$ cat config.mk
export PLATFORM = sky130hd
export DESIGN_NAME = sdram_wb_bridge
export DESIGN_NICKNAME = d
export VERILOG_FILES = /design/src/rtl/sdram_wb_bridge.sv
export SDC_FILE = /design/constraint.sdc
export NUM_CORES = 1
export LEC_CHECK = 0
export ABC_AREA = 1
export BUFFER_PORTS_ARGS = -buffer_cell sky130_fd_sc_hd__buf_2
export CAP_MARGIN = 20
export CORE_ASPECT_RATIO = 0.8
export CORE_MARGIN = 1.5
export CORE_UTILIZATION = 50
export DETAILED_ROUTE_END_ITERATION = 8
export PLACE_DENSITY = 0.84
export SYNTH_ARGS = -nofsm -noshare
export SYNTH_HDL_FRONTEND = slang
export SYNTH_SLANG_ARGS = --single-unit
export TNS_END_PERCENT = 5
$ cat constraint.sdc
create_clock -name clk_p -period 6 [get_ports clk_p]
set_input_delay 0.9 -clock clk_p [delete_from_list [all_inputs] [get_ports clk_p]]
set_output_delay 0.9 -clock clk_p [all_outputs]
set_load 0.03 [all_outputs]
$ cat src/rtl/sdram_wb_bridge.sv
// sdram_wb_bridge: Wishbone-style SDRAM port to byte-addressed controller bridge with init sequencing.
// Optional watchdog (timeout -> forced ack + sticky err) enabled by defining SDRAM_BRIDGE_TIMEOUT_EN.
module sdram_wb_bridge #(
    parameter int INIT_CYCLES = 4,
    parameter int TIMEOUT     = 255
) (
    input  logic        clk_p,
    input  logic        sdram_reset,
    input  logic        wb_stb,
    input  logic        wb_we,
    input  logic [1:0]  wb_sel,
    input  logic [20:0] wb_adr,
    input  logic [15:0] wb_dat_i,
    output logic [15:0] wb_dat_o,
    output logic        wb_ack,
    output logic        sdram_ready,
    output logic        err,
    output logic        ctl_init,
    output logic        ctl_we,
    output logic        ctl_rd,
    output logic [1:0]  ctl_wtbt,
    output logic [24:0] ctl_addr,
    output logic [15:0] ctl_din,
    input  logic [15:0] ctl_dout,
    input  logic        ctl_ready
);
    localparam int IW = $clog2(INIT_CYCLES + 2);

    typedef enum logic [2:0] {INIT, IDLE, ISSUE, BUSY, DONE} state_t;

    state_t        state_q;
    logic [IW-1:0] init_cnt_q;
    logic          init_q, ready_q, ack_q, we_q, rd_q, rd_dir_q;
    logic [15:0]   dat_q, din_q;
    logic [1:0]    wtbt_q;
    logic [24:0]   addr_q;
`ifdef SDRAM_BRIDGE_TIMEOUT_EN
    localparam int TW = $clog2(TIMEOUT + 1);
    logic [TW-1:0] tmo_q;
    logic          err_q;
    logic          tmo_hit;
    assign tmo_hit = (state_q == ISSUE || state_q == BUSY) && tmo_q >= TW'(TIMEOUT - 1);
    assign err     = err_q;
`else
    assign err = 1'b0;
`endif

    always_ff @(posedge clk_p or posedge sdram_reset) begin
        if (sdram_reset) begin
            state_q    <= INIT;
            init_cnt_q <= '0;
            init_q     <= 1'b1;
            ready_q    <= 1'b0;
            ack_q      <= 1'b0;
            we_q       <= 1'b0;
            rd_q       <= 1'b0;
            rd_dir_q   <= 1'b0;
            dat_q      <= '0;
            din_q      <= '0;
            wtbt_q     <= '0;
            addr_q     <= '0;
`ifdef SDRAM_BRIDGE_TIMEOUT_EN
            tmo_q      <= '0;
            err_q      <= 1'b0;
`endif
        end else begin
`ifdef SDRAM_BRIDGE_TIMEOUT_EN
            tmo_q <= (state_q == ISSUE || state_q == BUSY) ? tmo_q + 1'b1 : '0;
`endif
            case (state_q)
                INIT: begin
                    if (init_q) begin
                        init_cnt_q <= init_cnt_q + 1'b1;
                        if (INIT_CYCLES == 0 || init_cnt_q >= IW'(INIT_CYCLES - 1))
                            init_q <= 1'b0;
                    end else if (ctl_ready) begin
                        ready_q <= 1'b1;
                        state_q <= IDLE;
                    end
                end
                IDLE: begin
                    if (wb_stb) begin
                        addr_q   <= {3'b000, wb_adr, 1'b0};
                        din_q    <= wb_dat_i;
                        wtbt_q   <= wb_we ? wb_sel : 2'b00;
                        rd_dir_q <= !wb_we;
                        // a write with no byte enables has nothing to do at the controller
                        if (wb_we && wb_sel == 2'b00) begin
                            state_q <= DONE;
                        end else begin
                            we_q    <= wb_we;
                            rd_q    <= !wb_we;
                            state_q <= ISSUE;
                        end
                    end
                end
                ISSUE: begin
                    if (!ctl_ready) begin
                        we_q    <= 1'b0;
                        rd_q    <= 1'b0;
                        state_q <= BUSY;
                    end
                end
                BUSY: begin
                    if (ctl_ready) begin
                        if (rd_dir_q)
                            dat_q <= ctl_dout;
                        state_q <= DONE;
                    end
                end
                DONE: begin
                    ack_q <= wb_stb;
                    if (!wb_stb)
                        state_q <= IDLE;
                end
                default: state_q <= INIT;
            endcase
`ifdef SDRAM_BRIDGE_TIMEOUT_EN
            if (tmo_hit) begin
                we_q    <= 1'b0;
                rd_q    <= 1'b0;
                err_q   <= 1'b1;
                state_q <= DONE;
                if (rd_dir_q)
                    dat_q <= 16'hFFFF;
            end
`endif
        end
    end

    assign wb_ack      = ack_q & wb_stb;
    assign wb_dat_o    = dat_q;
    assign sdram_ready = ready_q;
    assign ctl_init    = init_q;
    assign ctl_we      = we_q;
    assign ctl_rd      = rd_q;
    assign ctl_wtbt    = wtbt_q;
    assign ctl_addr    = addr_q;
    assign ctl_din     = din_q;
endmodule

; Word-level counts from Yosys, hierarchy flattened
; Cells that the tools add are included.
[totals]
reg_bits = 67
input_bits = 60
out_inout_bits = 65
elab_cells = 56
[classes]
addsub = 1
n_lt_le_gt_ge = 1
n_eq_ne = 11
mux = 18
bitwise_logic = 2
n_reduce_logical = 11
[op_table]
columns = op, count
row1 = 3-bit two-way mux, 7
row2 = 3-bit case mux with 5 select lines, 1
row3 = "2-bit != test, second input constant", 7
row4 = 1-bit two-way mux, 7
row5 = "3-bit by 2-bit equality test with 1-bit output, second input constant", 2
row6 = 3-bit AND reduction, 2
row7 = 6-bit AND reduction, 1
row8 = 1-bit case mux with 2 select lines, 2
row9 = 2-bit AND reduction, 2
row10 = 4-bit AND reduction, 1
row11 = "3-bit by 1-bit adder with 3-bit output, second input constant", 1
row12 = "3-bit by 1-bit equality test with 1-bit output, second input constant", 1
row13 = "3-bit equality test, second input constant", 1
row14 = "3-bit by 2-bit >= comparator with 1-bit output, second input constant", 1
row15 = 3-bit zero test, 1
row16 = 2-bit zero test, 1
row17 = 2-bit two-way mux, 1
row18 = 2-bit nonzero test, 1
row19 = 1-bit AND, 1
row20 = 1-bit logical AND, 1
row21 = 1-bit zero test, 1
row22 = 1-bit inverter, 1

; Logic depth before layout (Yosys ltp)
; Gate-level depths: netlist of the first run.
[logic_depth]
ltp_word = 5
depth_mapped = 9

; Least setup slack after synthesis of the first run
; OpenSTA, ideal clock, no wires.
[synth_timing]
path_type = in2out
from = input wb_stb
to = output wb_ack
t_arrival_ns = 1.123
required_ns = 5.100
path_slack_ns = 3.977
cell_stages = 2
n_path_buf = 0
path_cell_list = nand2_1 inv_1
[synth_via]
elab_chain_cells = 1
[synth_rtl]
columns = item, line
row1 = from (decl), 9  ; input logic wb_stb,
row2 = 1-bit AND, 131  ; assign wb_ack = ack_q & wb_stb;
row3 = to (decl), 15  ; output logic wb_ack,
; No other way between the ends.

; Final worst setup path of the first run
[layout_timing]
from = register state_q[2]
to = register wtbt_q[1], in the netlist ctl_wtbt[1]
[layout_via]
elab_chain_cells = 2
[layout_rtl]
columns = item, line
row1 = from (decl), 31  ; state_t state_q;
row2 = from (signal assigned), 50  ; state_q <= INIT;
row3 = from (signal assigned), 78  ; state_q <= IDLE;
row4 = from (signal assigned), 89  ; state_q <= DONE;
row5 = 3-bit by 1-bit equality test with 1-bit output, 70  ; case (state_q)
row6 = 2-bit AND reduction (no line), -
row7 = to (signal assigned), 85  ; wtbt_q <= wb_we ? wb_sel : 2'b00;
row8 = to (decl), 35  ; logic [1:0] wtbt_q;
; No other way between the ends.
; A chain may end at the register's enable or synchronous reset.

==> metrics.txt, run 1 <==
final wirelength=5951 um; post-route cell area=3550 sq um; final core utilization=68.91%; HP Start=sdram_ready; clock skew=between 4 and 5 ps; r2r worst-path depth=7; clock root buffer=clkbuf_8; # Post-CTS Setup Buffers=0; area delta synth->final=28.66%; Die Span X=86.05 um; Gate Count Post-Synth=320; Setup CP Type=flop to flop; crit end category=flop; core region area=~5200 sq um; number of synthesis warnings=0; clock network fraction of total power=about 18%; mapped cell area=about 2800 sq um; Yosys cell types=21; #FFs+latches synth=67; Lkg Pwr=around 2.2 nW; max cap viols=0; Initial Util=between 50% and 60%; Wirelength per Cell=between 10 and 15 um; clock tree buffer depth=2; P_sw=0.0009259 W; crit share post-route=38.67%; DP HPWL=around 4300 um; Fin Setup TNS=0 ps; antenna-violating nets left=0; Reg clk slew, reported paths=60 ps; GRT Util Overall=about a fifth; hold_buf cts=0; vias per cell=4.707; vias post-DR=2,377; maximum level of the CTS H-tree=3; Int Pwr=around 0.0011 W; fin crit period=between 2000 and 2500 ps; Worst Setup Start Kind=flop; Cell Rows=23; slew margin rel.=45.53%; Combinational Power Share=44.8%; Post-DP Area=3344 sq um; Final Hold Viols=0; Setup-failing EPs final=0; DR iter-0 viols=between 100 and 150; status=finished, final reports clean; Die Y=between 60 and 70 um; Num Clock Sinks=67; worst hold path type=flop to flop; Tightest Pin Transition=between 800 and 900 ps; IO Pins=125; Clk Latency, worst-skew pair=between 300 and 400 ps; drt pass-1 iters=4; nets=~500; filler instances=between 400 and 500; R2R Path Start=state_q[2]; antenna violations before repair=0; Hold Path Depth=1; Worst Hold Path EP=sdram_ready; die area=roughly 6000 sq um; PwrDens=around 570 nW/um^2; dpl ws=~3400 ps; commonest cells after routing, fill and taps aside=nand2_1 (158), buf_2 (119), dfrtp_1 (66), inv_1 (26), o21ai_1 (18); maximum resistive drop on vdd=between 0.0003 and 0.0004 V; r2r endpoint=ctl_wtbt[1]; Port Buf Inserts=~120; clock buffer count from CTS=9; register area share after synthesis=60.82%; # resized after CTS=0; Routability Congestion=between 0.8 and 0.9; CP Max Fanout=a little over 40; Remaining DRCs=0; Critical Path AT=about 2600 ps; RSZ-0062 raised after global routing=false; CTS tree=built; grt total ovfl=0; # diodes=0; Sw Share=a little under half; global-route wire length before repair=9894 um; Worst Path Required=roughly 6300 ps; most common cell after layout, fill and taps aside=nand2_1; Hold Worst Slack=448.7 ps; vias in the first global route=~2,300; Slew Viols, Final=0; layout cells sized above 1=about a third; PnR worst setup slack=3680 ps; pin count of the biggest net entering global routing=just under 70; Flop pwr share=a little under two fifths; FF-to-FF setup slack=3680 ps; Max Clock Freq=431.0 MHz; Mean Syn Cell Area=roughly 8.6 sq um
==> metrics by stage <==
| step | power [W] | instances |
|---|---|---|
| finish | 0.002041 | 505 |
| global route | 0.002169 | 505 |
| CTS | 0.002055 | 504 |
| detailed placement | 0.001683 | 489 |
| global placement | 0.001655 | 489 |
| floorplan | 0.001421 | 324 |
==> flip-flops by register name, indices dropped and copies added, names as in the netlist, 2 cells and up <==
name,flops
ctl_addr,21
ctl_din,16
ctl_wtbt,2
init_cnt_q,3
state_q,3
wb_dat_o,16
==> cells in the mapped netlist <==
master    instances  share of area (%)
dfrtp_1          66                 60
nor2_2            1               0.23
a21boi_0          1               0.27
ha_1              2               0.91
buf_6             2               0.82
dfstp_2           1               0.95
nand2_2           2               0.45
a21oi_1           3               0.54
buf_2            10                1.8
xnor2_1           1               0.32
o21ai_0           3               0.54
buf_4             5                1.4
o21ai_1          18                3.3
nor2_1            6               0.82
inv_2             1               0.14
conb_1            1               0.14
a211o_1           1               0.32
a21o_1            1               0.27
nand3_1          10                1.8
inv_1            27                3.7
nand2_1         158                 21
==> routing by layer <==
metal / share of wire, % / vias up / GRT usage [%]
met5: 0 / - / 0
met4: 0.69 / 0 / 6.810
met2: 49 / 89 / 36.31
met3: 7.0 / 4 / 7.381
li1: - / 1198 / -
met1: 43 / 1086 / 24.84
==> worst max-delay path: stages (launching register included) <==
cell	delay [ps]
dfrtp_1	440
inv_1	140
nand2_2	70
nor2_2	150
nand2_2	450
inv_2	670
nand2_1	150
o21ai_1	160
==> kinds of logic (layout without fill, tap and decap cells) <==
group	after synthesis	count (layout)	share of synthesized area [%]
flip-flops	67	67	60.82
adder cells (fa/ha/maj)	2	2	0.9069
AND/OR/NAND/NOR	177	177	24.81
buffers and inverters	45	164	7.801
XOR/XNOR	1	1	0.3175
AO/OA/AOI/OAI	27	27	5.215
other	1	5	0.1359
==> layout make-up <==
class                      instances  area [sq um]  share of cell area (%)
clock buffer                      13         158.9                   4.477
clock inverter                     2         35.03                  0.9870
inverter                          28         105.1                   2.961
multi-input combinational        212         880.8                   24.81
sequential                        67          1678                   47.27
tap                               62         77.57                   2.185
timing repair buffer             121         614.3                   17.31
==> power groups by stage <==
stage	registers [W]	logic, W	clock network [W]
floorplan	0.00109	0.000328	0
global placement	0.000759	0.000896	0
detailed placement	0.000759	0.000924	0
CTS	0.000757	0.000924	0.000374
global route	0.000780	0.000995	0.000394
finish	0.000757	0.000914	0.000370
==> worst max-delay path by stage <==
stage	slack, ps	startpoint	depth (start not counted)	endpoint
final	3680	state_q[2]	7	ctl_wtbt[1]
after floorplan	3420	sdram_reset	1	ack_q
after global placement	3490	wb_stb	5	ctl_wtbt[0]
after CTS	3660	state_q[2]	7	ctl_wtbt[1]
after detailed placement	3420	wb_stb	5	ctl_wtbt[1]
after global routing	3460	state_q[2]	7	ctl_wtbt[1]
(Power assumes the default switching activity.)
==> inputs of run 2 (changes only) <==
Settings changed: ABC_AREA 1 to 0, CORE_UTILIZATION 50 to 42, PLACE_DENSITY 0.84 to 0.76.
Clock period 6 ns to 2.1 ns, I/O delays scaled along.
==> run 2 against run 1 <==
  * Clock skew is 1.9 ps higher
  * Critical endpoint is now wb_dat_o[13]
  * Non-clock buffer count rose by 4
  * Hold slack lost 410 ps
  * Largest cell class unchanged
  * Worst setup slack got worse by 3400 ps
  * Synthesized cell count is 18% lower
  * Via count fell by 8.9%
  * First-iteration DRC count fell by 14%
  * Clock power increased to 2.5 times the previous value
==> metrics.txt, run 2 <==
PwrDens=1575 nW/um^2; DR iter-0 viols=92; Num Clock Sinks=67; cell family with most CP delay=simple AND/OR/NAND/NOR gates; vias in the first global route=2,037; clock skew=around 6.6 ps; # resized after CTS=0; maximum resistive drop on vdd=~0.00081 V; global-route wire length before repair=roughly 9400 um; Post-DP Area=approximately 3400 sq um; clock root buffer=clkbuf_8; layout cells sized above 1=a little over two fifths; Fin Setup TNS=0 ps; Sw Share=roughly 45%; P_sw=approximately 0.0025 W; Setup-failing EPs final=0; max cap viols=0; most common cell in the netlist=nand2_1; RSZ-0062 raised after global routing=false; Yosys cell types=38; worst hold path type=primary input to async pin; register area share after synthesis=between 60% and 70%; status=finished, final reports clean; #FFs+latches synth=67; placed cells=458; Mean Syn Cell Area=10.47 sq um; pin count of the biggest net entering global routing=between 60 and 70; fin crit period=around 1800 ps; number of synthesis warnings=0; Slew Viols, Final=0; Routability Congestion=just under 0.8; die area=between 7000 and 8000 sq um; worst setup path startpoint=state_q[1]; hold_buf cts=0; grt met1 use=between 20% and 30%; Tightest Pin Transition=roughly 870 ps; Port Buf Inserts=119; Reg clk slew, reported paths=70 ps; clock network fraction of total power=roughly 16%; # diodes=0; Wirelength per Cell=about 13 um; M3 GR Usage=~7.5%; Lkg Pwr=around 2.1 nW; Die Span X=93.70 um; maximum level of the CTS H-tree=3; Worst Path Buf+Inv=0; Slowest-stage cell, CP=or2_1; Die Y=roughly 76 um; number of flops mapped to enable cells by yosys=0; vias post-DR=approximately 2,200; largest cells by area after synthesis=dfrtp_1 (60%), nand2_1 (16%), mux2_4 (5.4%), mux2_2 (2.9%), buf_4 (1.6%); Critical Path AT=roughly 2100 ps; FF-to-FF setup slack=260 ps; synth cell count leaders=nand2_1 (119), dfrtp_1 (66), mux2_4 (10); Clk Latency, worst-skew pair=~340 ps; CP cell instances=nand4b_1 > or2_1 > mux2_2; vias per cell=about 4.6; DP HPWL=about 4100 um; Gate Count Post-Synth=264; drt pass-1 iters=5; Initial Util=a little over two fifths; main flop type after synthesis=dfrtp_1; Remaining DRCs=0; mapped cell area=2764 sq um; Combinational Power Share=between 40% and 50%; antenna violations before repair=0; R2R Path Start=state_q[1]; Setup CP Type=flop to flop; Max stage delay on crit path=between 600 and 700 ps; fin cells=between 400 and 500; core region area=around 6400 sq um; GR peak layer=met2; share of the synthesized area in the top cell type=roughly three fifths; commonest cells after routing, fill and taps aside=nand2_1 (119), buf_2 (119), dfrtp_1 (66), mux2_4 (10), clkbuf_8 (10); cell type with the largest total area after synthesis=dfrtp_1; IO Pins=~130; Worst Path Required=2320 ps; Cell Rows=26; area delta synth->final=30.60%; clock buffer count from CTS=9; routing usage on met2=~28%; Final Hold Viols=0; Flop pwr share=between 30 and 40%; CTS tree=built; # Post-CTS Setup Buffers=0; max reg flops=21; clock tree buffer depth=2; post-route cell area=about 3600 sq um; nets=between 400 and 500; Int Pwr=~0.0031 W; crit share post-route=about 90%; async set or reset register ratio after synthesis=100.0%; antenna-violating nets left=0; final wirelength=6023 um; GRT Util Overall=approximately 18%; CP Max Fanout=16; crit end category=flop; Max Clock Freq=between 500 and 600 MHz; grt total ovfl=0; Worst Setup Start Kind=flop; Design Power=roughly 0.0057 W; slew margin rel.=between 40% and 50%
run 2: cell types whose count changed after synthesis, sizes merged, moves of 2 or more:
cell and delta:
buf -6, o31ai +2, inv -23, mux2 +17, clkbuf +8, nand2 -41
o21ai -19, nor2 -4, nand3 -7, and2 +2
run 2: cells by family (layout without fill, tap and decap cells):
family / count (synthesis) / after routing / share of synthesized area (%)
buf+inv: 24 / 145 / 4.753
mux: 18 / 18 / 8.646
flops: 67 / 67 / 60.71
fa+ha+maj: 2 / 2 / 0.9052
xor+xnor: 1 / 1 / 0.3169
compound gates: 14 / 14 / 3.667
simple gates: 137 / 137 / 20.87
other cells: 1 / 5 / 0.1357
run 2: worst reg2reg max path: stages, from the launching register on:
cell      delay, ps
dfrtp_1         470
nand4b_1        140
or2_1           680
mux2_2          430
run 2: area by class of cell:
type / instances / area (sq um)
clock buffer: 10 / 137.6
clock inverter: 5 / 30.03
fill: 585 / 2766
inverter: 5 / 18.77
multi-input combinational: 177 / 974.7
sequential: 67 / 1678
tap: 84 / 105.1
timing repair buffer: 125 / 665.6
run 2: power groups by stage:
stage               Combinational [W]  Clock, W  Sequential (W)
CTS                           0.00267  0.000965         0.00212
finish                        0.00264  0.000928         0.00211
global placement              0.00261         0         0.00211
floorplan                    0.000899         0         0.00310
detailed placement            0.00268         0         0.00212
global route                  0.00289   0.00102         0.00219
run 2: worst paths after layout:
path                                 to  cells past startpoint
min reg2reg                 sdram_ready                      1
max in group asynchronous      ctl_init                      3
min                        ctl_addr[14]                      3
max reg2reg                wb_dat_o[13]                      3
min in group clk_p          ctl_addr[5]                      3
max                        wb_dat_o[13]                      3
run 2: layer usage:
metal / part of all wire (%) / wire length (um) / vias up
li1: - / - / 1072
met1: 44 / 2666 / 990
met2: 45 / 2731 / 96
met3: 9.2 / 552 / 8
met4: 1.2 / 74 / 0
met5: 0 / 0 / -
run 2: through the flow:
stage,hold WS (ps),setup WS [ps],util (%)
global route,49.59,162.5,56.61
finish,41.05,264.6,56.61
CTS,46.95,250.9,56.61
global placement,420.4,356.0,53.98
detailed placement,423.4,279.4,53.98
floorplan,401.3,103.5,-
==> inputs of run 3 (changes only) <==
Settings changed: ABC_AREA 0 to 1.
==> run 3 against run 2 <==
  * Wire length up 0.61%
  * First-iteration DRC count up 21%
  * Clock skew down 1.0 ps
  * Via count up 11%
  * Sequential cell count unchanged
  * Sequential share of layout area down 0.56 points
  * Worst setup slack better by 430 ps
  * Cell count up 12%
  * Hold slack worse by 18 ps
  * Highest routed layer unchanged
==> metrics.txt, run 3 (synthesized netlist as in run 1, its figures left out) <==
Fin Setup TNS=0 ps; worst hold path type=primary input to async pin; Max stage delay on crit path=around 560 ps; drt pass-1 iters=4; Cell Rows=26; most common cell after layout, fill and taps aside=nand2_1; die area=around 7000 sq um; Clk Latency, worst-skew pair=around 330 ps; Tightest Pin Transition=546.0 ps; CP cell instances=buf_2; clock tree buffer depth=2; Port Buf Inserts=between 100 and 150; # Post-CTS Setup Buffers=0; PwrDens=approximately 1600 nW/um^2; clock buffer count from CTS=9; RSZ-0062 raised after global routing=false; Lkg Pwr=between 2 and 2.5 nW; antenna violations before repair=0; Final Hold Viols=0; Num Clock Sinks=67; grt total ovfl=0; area delta synth->final=32.43%; vias in the first global route=about 2,200; DR iter-0 viols=approximately 110; crit share post-route=about 67%; clock root buffer=clkbuf_8; Setup-failing EPs final=0; Worst Path Buf+Inv=1; GRT Util Overall=between 10% and 20%; Setup CP Type=flop to output pin; vias post-DR=roughly 2,400; Worst Path Required=between 1500 and 2000 ps; # diodes=0; max cap viols=0; IO Pins=between 100 and 150; hold_buf cts=0; final wirelength=approximately 6100 um; Reg clk slew, reported paths=~70 ps; maximum level of the CTS H-tree=3; Hold Worst Slack=23.22 ps; fin crit period=~1400 ps; antenna-violating nets left=0; Slowest-stage cell, CP=dfstp_2; layout cells sized above 1=between 30% and 40%; global-route wire length before repair=just under 10,000 um; Initial Util=43.27%; Die Span X=93.62 um; slew margin rel.=63.54%; clock skew=about 5.6 ps; Remaining DRCs=0; crit end category=output pin; Slew Viols, Final=0; pin count of the biggest net entering global routing=41; cell family with most CP delay=flip-flops; Wirelength per Cell=roughly 11 um; Design Power=0.005989 W; max reg flops=21; Max Clock Freq=around 710 MHz; Routability Congestion=slightly above 0.8; # resized after CTS=0; nets=about 500; final core utilization=57.30%; commonest cells after routing, fill and taps aside=nand2_1 (158), buf_2 (119), dfrtp_1 (66), inv_1 (26), o21ai_1 (18); Worst Setup Start Kind=flop; core region area=around 6400 sq um; CP Max Fanout=5; DP HPWL=4424 um; CTS tree=built; Critical Path AT=~1100 ps; vias per cell=4.524; maximum resistive drop on vdd=about 0.00077 V; Die Y=approximately 75 um; status=finished, final reports clean
## run 3: cell types whose count changed in the layout (fill, tap and decap cells not counted), moves of 2 or more
cell / before / now
mux2_2: 7 / 0
o31ai_1: 2 / 0
o21ai_1: 0 / 18
bufinv_16: 0 / 2
clkinv_2: 3 / 1
nor2_1: 3 / 6
and2_1: 2 / 0
nand2_1: 119 / 158
mux2_4: 10 / 0
nand3_1: 3 / 10
inv_1: 4 / 26
nand2_2: 0 / 2
## run 3: worst paths after layout
| path | start | to | slack [ps] | cells past startpoint |
|---|---|---|---|---|
| max in group asynchronous | sdram_reset | wb_dat_o[3] | 1400 | 3 |
| min reg2reg | sdram_ready | sdram_ready | 470 | 1 |
| max | ctl_init | ctl_init | 690 | 1 |
| max reg2reg | state_q[2] | ctl_din[5] | 710 | 7 |
| min | sdram_reset | ctl_din[0] | 20 | 2 |
| min in group clk_p | wb_adr[3] | ctl_addr[4] | 170 | 3 |
## run 3: per-layer routing
metal	wire [um]	up-vias	part of all wire [%]	GRT usage (%)
met5	0	-	0	0
met4	110	0	1.8	7.463
met3	351	9	5.8	5.788
met2	2919	88	48	28.82
met1	2678	1095	44	22.36
li1	-	1210	-	-
## run 3: cell type report
| type | count | area (sq um) |
|---|---|---|
| tap | 84 | 105.1 |
| fill | 601 | 2723 |
| sequential | 67 | 1678 |
| clock buffer | 10 | 137.6 |
| timing repair buffer | 124 | 658.1 |
| inverter | 28 | 105.1 |
| multi-input combinational | 212 | 880.8 |
| clock inverter | 6 | 88.84 |
## run 3: worst register-to-register path, stage by stage, from the launching register on
cell	delay, ps
dfrtp_1	430
inv_1	120
nand2_2	70
nor2_2	140
nand2_2	70
buf_4	260
nand2_1	130
nand2_1	60
## run 3: where the power goes
group	switching, W	internal (W)
Combinational	0.00189	0.000770
Clock	0.000477	0.000700
Sequential	0.000318	0.00184
Total	0.00268	0.00331
## run 3: stage by stage
stage	area (sq um)	std cells	setup WS [ps]
after floorplan	2774	324	103.5
after global placement	3427	515	797.8
after detailed placement	3427	515	721.7
after CTS	3654	531	669.2
after global routing	3654	531	569.7
final	3654	531	694.9
